**config.mk**
```make
export PLATFORM = sky130hd
export DESIGN_NAME = hex_reader
export DESIGN_NICKNAME = d
export VERILOG_FILES = /design/src/rtl/hex_pkg.sv /design/src/rtl/seg7_decode.sv /design/src/rtl/hex_reader.sv
export SDC_FILE = /design/constraint.sdc
export NUM_CORES = 1
export LEC_CHECK = 0
export ABC_AREA = 1
export CORE_MARGIN = 1.5
export CORE_UTILIZATION = 40
export CTS_CLUSTER_SIZE = 10
export DETAILED_ROUTE_END_ITERATION = 8
export GPL_TIMING_DRIVEN = 1
export HOLD_SLACK_MARGIN = 0.08
export SETUP_SLACK_MARGIN = 0.02
export SYNTH_ARGS = -nofsm -noshare
export SYNTH_HDL_FRONTEND = slang
export SYNTH_SLANG_ARGS = --single-unit
```
**constraint.sdc**
```tcl
create_clock -name Clock -period 5 [get_ports Clock]
set_clock_uncertainty 0.2 [all_clocks]
set_input_delay 0.75 -clock Clock [delete_from_list [all_inputs] [get_ports Clock]]
set_output_delay 0.75 -clock Clock [all_outputs]
set_load 0.1 [all_outputs]
```
**src/rtl/hex_pkg.sv**
```systemverilog
`default_nettype none
// ============================================================================
//  Module      : hex_pkg
//  Description : Shared 7-segment constants (active-low, bits g..a) and the
//                reader state encoding.
//  Revision    : 1.0  initial release
// ============================================================================
package hex_pkg;

   localparam logic [6:0] SEG_0     = 7'h40;
   localparam logic [6:0] SEG_1     = 7'h79;
   localparam logic [6:0] SEG_2     = 7'h24;
   localparam logic [6:0] SEG_3     = 7'h30;
   localparam logic [6:0] SEG_4     = 7'h19;
   localparam logic [6:0] SEG_5     = 7'h12;
   localparam logic [6:0] SEG_6     = 7'h02;
   localparam logic [6:0] SEG_7     = 7'h78;
   localparam logic [6:0] SEG_8     = 7'h00;
   localparam logic [6:0] SEG_9     = 7'h18;
   localparam logic [6:0] SEG_A     = 7'h08;
   localparam logic [6:0] SEG_B     = 7'h03;
   localparam logic [6:0] SEG_C     = 7'h46;
   localparam logic [6:0] SEG_D     = 7'h21;
   localparam logic [6:0] SEG_E     = 7'h06;
   localparam logic [6:0] SEG_F     = 7'h0E;
   localparam logic [6:0] SEG_BLANK = 7'h7F;

   typedef enum logic [0:0] {
      HR_SETTLING = 1'b0,
      HR_LOCKED   = 1'b1
   } hr_state_t;

endpackage
`default_nettype wire

```
**src/rtl/seg7_decode.sv**
```systemverilog
`default_nettype none
// ============================================================================
//  Module      : seg7_decode
//  Description : Combinational inverse of the hex-to-segment decoder. Maps an
//                active-low segment pattern to {legal, blank, value}.
//  Revision    : 1.0  initial release
// ============================================================================
module seg7_decode
   import hex_pkg::*;
(
   input  logic [6:0] i_seg,
   output logic       o_legal,
   output logic       o_blank,
   output logic [3:0] o_value
);

   // Pattern lookup; anything not in the table is flagged non-legal.
   always_comb begin
      o_legal = 1'b1;
      o_blank = 1'b0;
      o_value = 4'h0;
      case (i_seg)
         SEG_0: o_value = 4'h0;
         SEG_1: o_value = 4'h1;
         SEG_2: o_value = 4'h2;
         SEG_3: o_value = 4'h3;
         SEG_4: o_value = 4'h4;
         SEG_5: o_value = 4'h5;
         SEG_6: o_value = 4'h6;
         SEG_7: o_value = 4'h7;
         SEG_8: o_value = 4'h8;
         SEG_9: o_value = 4'h9;
         SEG_A: o_value = 4'hA;
         SEG_B: o_value = 4'hB;
         SEG_C: o_value = 4'hC;
         SEG_D: o_value = 4'hD;
         SEG_E: o_value = 4'hE;
         SEG_F: o_value = 4'hF;
         SEG_BLANK: begin
            o_legal = 1'b0;
            o_blank = 1'b1;
         end
         default: o_legal = 1'b0;
      endcase
   end

endmodule
`default_nettype wire

```
**src/rtl/hex_reader.sv**
```systemverilog
`default_nettype none
// ============================================================================
//  Module      : hex_reader
//  Description : Recovers a hex digit from an active-low 7-segment bus. A
//                pattern is committed once it has been sampled unchanged for
//                STABLE_CYCLES edges; commits drive Digit/Valid/Blank/Error and
//                a one-cycle Change pulse.
//  Revision    : 1.0  initial release
// ============================================================================
module hex_reader
   import hex_pkg::*;
#(
   parameter int STABLE_CYCLES = 4
)(
   input  logic       Clock,
   input  logic       Reset,
   input  logic       Enable,
   input  logic [6:0] HEX_IN,
   output logic [3:0] Digit,
   output logic       Valid,
   output logic       Change,
   output logic       Blank,
   output logic       Error
);

   localparam int CW = $clog2(STABLE_CYCLES + 1);
   localparam logic [CW-1:0] c_CNT_MAX    = CW'(STABLE_CYCLES);
   localparam logic [CW-1:0] c_CNT_COMMIT = CW'(STABLE_CYCLES - 1);

   logic [6:0]    r_sample;
   logic [CW-1:0] r_cnt;
   hr_state_t     r_state;
   hr_state_t     w_state_nxt;
   logic          w_same;
   logic          w_commit;
   logic          w_legal;
   logic          w_blank;
   logic [3:0]    w_value;

   logic [3:0]    r_digit;
   logic          r_valid;
   logic          r_change;
   logic          r_blank;
   logic          r_error;

   assign w_same = (HEX_IN == r_sample);

   seg7_decode u_decode (
      .i_seg   (HEX_IN),
      .o_legal (w_legal),
      .o_blank (w_blank),
      .o_value (w_value)
   );

   // Sample register and saturating run counter; frozen while disabled.
   always_ff @(posedge Clock or posedge Reset) begin
      if (Reset) begin
         r_sample <= SEG_BLANK;
         r_cnt    <= '0;
      end else if (Enable) begin
         r_sample <= HEX_IN;
         if (!w_same)
            r_cnt <= '0;
         else if (r_cnt != c_CNT_MAX)
            r_cnt <= r_cnt + CW'(1);
      end
   end

   // FSM state register.
   always_ff @(posedge Clock or posedge Reset) begin
      if (Reset)
         r_state <= HR_SETTLING;
      else
         r_state <= w_state_nxt;
   end

   // Next state and commit strobe: commit only on the SETTLING->LOCKED edge,
   // so a stable run produces exactly one commit.
   always_comb begin
      w_state_nxt = r_state;
      w_commit    = 1'b0;
      if (Enable) begin
         case (r_state)
            HR_SETTLING: begin
               if (w_same && (r_cnt == c_CNT_COMMIT)) begin
                  w_commit    = 1'b1;
                  w_state_nxt = HR_LOCKED;
               end
            end
            HR_LOCKED: begin
               if (!w_same)
                  w_state_nxt = HR_SETTLING;
            end
            default: w_state_nxt = HR_SETTLING;
         endcase
      end
   end

   // Output registers: updated only on a commit; Change is a single-cycle pulse.
   always_ff @(posedge Clock or posedge Reset) begin
      if (Reset) begin
         r_digit  <= 4'h0;
         r_valid  <= 1'b0;
         r_change <= 1'b0;
         r_blank  <= 1'b0;
         r_error  <= 1'b0;
      end else begin
         r_change <= 1'b0;
         if (w_commit) begin
            if (w_legal) begin
               r_digit  <= w_value;
               r_valid  <= 1'b1;
               r_blank  <= 1'b0;
               r_error  <= 1'b0;
               r_change <= (w_value != r_digit) || !r_valid;
            end else if (w_blank) begin
               r_valid <= 1'b0;
               r_blank <= 1'b1;
               r_error <= 1'b0;
            end else begin
               r_valid <= 1'b0;
               r_blank <= 1'b0;
               r_error <= 1'b1;
            end
         end
      end
   end

   assign Digit  = r_digit;
   assign Valid  = r_valid;
   assign Change = r_change;
   assign Blank  = r_blank;
   assign Error  = r_error;

endmodule
`default_nettype wire

```
Word level (Yosys, flattened, before mapping) --
Index checks and enable logic that the tools add are counted.
Storage, ports and cells: bits in latches 0, register bits after elaboration 19, output and inout port bits 8, bits of input ports 10, memory bits (writable) 0, word-level logic and storage cells 55, memories 0, memory bits (read-only) 0
Operators by class: divide/modulo/power cells 0, multipliers 0, reduce and logical (&&, ||, !) cells 7, order comparisons 0, mux-type cells 17, bitwise logic cells 1, add/sub/neg operators 1, shift-type cells 0, equality and inequality tests 21
Operators by type and width (count):
- case mux 4 bit (15 select lines) | 1
- equality test 7 bit (second input constant) | 5
- equality test 7 x 5 -> 1 bit (second input constant) | 3
- equality test 7 x 6 -> 1 bit (second input constant) | 3
- OR reduction 16 bit | 1
- equality test 7 x 2 -> 1 bit (second input constant) | 2
- equality test 7 x 4 -> 1 bit (second input constant) | 2
- two-way mux 1 bit | 13
- equality test 7 x 3 -> 1 bit (second input constant) | 1
- equality test 7 bit | 1
- logical NOT 7 bit | 1
- two-way mux 3 bit | 2
- != test 4 bit | 1
- AND reduction 2 bit | 2
- adder 3 x 1 -> 3 bit (second input constant) | 1
- equality test 3 x 2 -> 1 bit (second input constant) | 1
- != test 3 bit (second input constant) | 1
- != test 2 x 1 -> 1 bit (second input constant) | 1
- case mux 1 bit (2 select lines) | 1
- logical AND 1 bit | 1
- logical NOT 1 bit | 1
- logical OR 1 bit | 1
- inverter 1 bit | 1

Longest topological paths before layout --
depth in word-level cells 6, mapped depth 13

Cells and area by module --
From an unflattened synthesis, not the netlist that was laid out.
Unflattened totals: cell total of the unflattened synthesis 222, area, all modules 1456.4 µm²
By module, submodules not included:
- hex_reader | seq. area each 484.2 µm², area an instance 1079.8 µm², cells an instance 135, instances 1
- seg7_decode | seq. area each 0.0 µm², area an instance 376.6 µm², cells an instance 87, instances 1

Worst setup path after synthesis --
No wires, ideal clock.
kind in2reg, start in HEX_IN[6], end reg r_change, in the netlist Change, setup slack 2.980 ns, stages on the path 13, setup time 0.114 ns, path buffers 1, data required time 4.686 ns, arrival 1.706 ns, path through buf_6 -> inv_1 -> nor2_4 -> nand2_2 -> nand2_2 -> nor2_1 -> nand2_1 -> nand2_1 -> nand2_1 -> nor2_1 -> nand3_1 -> nand2_1 -> inv_1
On the way: longest elaborated chain between the ends 6, elaborated cells between the ends (all ways) 28, classes of those cells eq/ne: 17; mux: 7; reduce/logical: 4
Ends and longest elaborated chain:
- start, declared | line hex_reader.sv:18 | input logic [6:0] HEX_IN,
- equality test 7 x 4 -> 1 bit (tied with other cells) | line seg7_decode.sv:22 | case (i_seg)
- case mux 4 bit (15 select lines) / logical AND 1 bit (equally long branches) | line seg7_decode.sv:22, hex_reader.sv:85
- != test 4 bit / two-way mux 1 bit (equally long branches) | line hex_reader.sv:115, hex_reader.sv:85
- logical OR 1 bit / two-way mux 1 bit (equally long branches) | line hex_reader.sv:115, hex_reader.sv:83
- two-way mux 1 bit, on equally long branches | line hex_reader.sv:110, hex_reader.sv:82
- two-way mux 1 bit (*) | line hex_reader.sv:109 | if (w_commit) begin
- end signal, assigned | line hex_reader.sv:115 | r_change <= (w_value != r_digit) || !r_valid;
- end, declared | line hex_reader.sv:42 | logic r_change;
Every way passes the cells marked *; elsewhere a longest branch is shown, timed or not. A chain may end at the register's enable or synchronous reset.

Final worst setup path --
start reg r_digit[0], in the netlist Digit[0], end out Digit[0]
RTL lines:
- start, declared | line hex_reader.sv:40 | logic [3:0] r_digit;
- start signal, assigned | line hex_reader.sv:111 | r_digit <= w_value;
- end, declared | line hex_reader.sv:19 | output logic [3:0] Digit,
No word-level cell between the ends.

==> flow_summary.json <==
{
  "status": "finished, final reports clean",
  "grt_pass1_vias": 1180,
  "cp_max_fo": 3,
  "ctsHoldBuffers": 0,
  "gp_congestion": 0.816,
  "holdWs_ns": 0.300,
  "wl_mm": 2.74,
  "path_cells": "clkdlybuf4s50_1",
  "synthToLayoutAreaGrowth_pct": 17.7,
  "vias_per_cell": 4.73,
  "antenna_found_initial": 0,
  "final_layout_size_suffix_gt1_share_pct": 20.7,
  "cts_sinks": 19,
  "grt_use_met2_pct": 31.0,
  "die_area_um2": 3710,
  "ys_types": 24,
  "power_density_nw_per_um2": 190,
  "wl_per_cell_um": 10.9,
  "syn_nets": 202,
  "synth_top_family_by_area": "simple AND/OR/NAND/NOR gates",
  "gr-usage-met3_pct": 4.26,
  "yosys_warnings": 0,
  "vias": 1191,
  "final_hold_viol_count": 0,
  "use_met1_pct": 22.4,
  "report.final.slew_viol_count": 0,
  "clock-root-buffer": "clkbuf_4",
  "post-cts-setup-buffers": 0,
  "r2r-start": "r_sample[3]",
  "fin_ws_ns": 2.20,
  "rows": 20,
  "cp_top_family": "buffers and inverters",
  "synth-xor-area-share_pct": 4.57,
  "power_uw": 301,
  "relSlewSlack_pct": 33.4,
  "worstSetupPathType": "flop to output pin",
  "min_path_type": "flop to flop",
  "die_w_um": 60.9,
  "preCtsSetupSlack_ns": 2.20,
  "die_h_um": 60.9,
  "async_reset_ff_share_pct": 100,
  "dpl.hpwl_mm": 2.25,
  "synth_simple_gate_area_share_pct": 41.9,
  "p_leak_nw": 0.789,
  "cts_tree": "done",
  "nNetsFinal": 222,
  "path_clk_slew_ns": 0.11,
  "fin_util_pct": 50.5,
  "ys_seq_area_share_pct": 36.1,
  "grt_busiest_layer": "met2",
  "peakVddDrop_uv": 132,
  "first_pass_iters": 4,
  "synth-edff-count": 0,
  "worstPathRequired_ns": 4.05,
  "setup_tns_ns": 0,
  "ctsLongestPathBuffers": 2,
  "grt_pass1_wl_mm": 4.90,
  "io_pins": 18,
  "cts-resized-gates": 0,
  "slowest_stage": "clkdlybuf4s50_1",
  "critPathLaunch": "Digit[0]",
  "end_kind": "output pin",
  "worst-path-buf-inv": 1,
  "cp-endpoint": "Digit[0]",
  "reg2regPathDepth": 9,
  "synth_compound_area_share_pct": 7.92,
  "fmax_mhz": 357,
  "ys.flop_type": "dfrtp_1",
  "drt_iter0_drc": 36,
  "layout_common_cells": "nand2_1 (58), nor2_1 (25), clkdlybuf4s50_1 (17), inv_1 (14), nand2_2 (14)",
  "ys_seq_elements": 19,
  "ant_nets": 0,
  "rr_endpoint": "Digit[0]",
  "final_common_cell": "nand2_1",
  "initial_core_util_pct": 42.9,
  "postSynthCellCount": 189,
  "r2r_slack_ns": 3.07,
  "rsz0062_at_grt": "no",
  "clk_latency_ns": 0.30,
  "overflow": 0,
  "setup_violations": 0,
  "fin_crit_ns": 2.80,
  "drc_errors": 0,
  "grt_use_total_pct": 17.8,
  "critPathArrivalTime_ns": 1.85,
  "finalCritPeriodShare_pct": 56.0,
  "cts_buffers": 3,
  "htreeDepth": 1,
  "path_depth": 1,
  "syn_area_per_cell_um2": 7.10,
  "grt_max_degree": 20,
  "syn_area_um2": 1340,
  "critPathMaxStageDelay_ns": 1.15,
  "muxShareOfSynthArea_pct": 0,
  "io_buffers": 17,
  "antenna_cells": 0,
  "core-area_um2": 3130,
  "cp-start-kind": "flop",
  "worst_slew_pin_slew_ns": 0.997,
  "maxCapViolations": 0,
  "yosys.area_share.adder_pct": 2.80
}
==> stage by stage <==
step,std cells,area [um2]
2_1_floorplan,189,1340
3_3_place_gp,248,1550
3_5_place_dp,248,1550
4_1_cts,252,1580
5_1_grt,252,1580
6_report,252,1580
==> flip-flops by register name, indices dropped and copies added (netlist names) <==
signal / flops
Blank: 1
Change: 1
Digit: 4
Error: 1
Valid: 1
r_cnt: 3
r_sample: 7
r_state: 1
==> cell usage after synthesis, types with 2 or more instances <==
master	n	area share [%]
nand3_1	9	3.4
xnor2_1	6	3.9
nand2_1	58	16
nor2_4	6	5.0
inv_1	14	3.9
nand2_2	14	6.5
dfrtp_1	12	22
o21ai_0	10	3.7
a21oi_1	4	1.5
o21ai_1	4	1.5
inv_2	6	1.7
ha_1	3	2.8
nor2_1	25	7.0
dfstp_2	7	14
nor2_2	2	0.93
==> where the power goes <==
part           switching, mW  leakage (nW)  total [mW]  internal (mW)
Clock                 0.0503        0.0177      0.0802         0.0298
Sequential           0.00382         0.219       0.167          0.163
Combinational         0.0321         0.552      0.0534         0.0213
==> final cells by class <==
| cell class | count | area (um2) |
|---|---|---|
| sequential | 19 | 484 |
| clock buffer | 3 | 22.5 |
| inverter | 20 | 75.1 |
| timing repair buffer | 17 | 170 |
| tap | 44 | 55.1 |
| multi-input combinational | 148 | 768 |
| fill | 322 | 1550 |
| clock inverter | 1 | 5.00 |
==> metal layers <==
metal / part of all wire, % / routed length (um)
met1: 46 / 1270
met2: 49 / 1330
met3: 3.8 / 103
met4: 1.3 / 37
met5: 0 / 0
==> cell families (layout without fill, tap and decap cells) <==
| logic type | count (synthesis) | after routing |
|---|---|---|
| DFF | 19 | 19 |
| AOI/OAI and AO/OA | 20 | 20 |
| xor gates and xnor gates | 7 | 7 |
| adders and majority gates | 3 | 3 |
| buffers and inverters | 22 | 41 |
| and+or+nand+nor | 118 | 118 |
==> worst min path at each step <==
| stage | startpoint | cells past startpoint | to |
|---|---|---|---|
| after floorplan | r_cnt[2] | 2 | r_cnt[2] |
| after global placement | Blank | 2 | Blank |
| after detailed placement | r_sample[3] | 2 | r_sample[3] |
| after CTS | r_sample[3] | 2 | r_sample[3] |
| after global routing | r_sample[2] | 2 | r_sample[2] |
| final | r_sample[2] | 2 | r_sample[2] |
(Power assumes the default switching activity.)
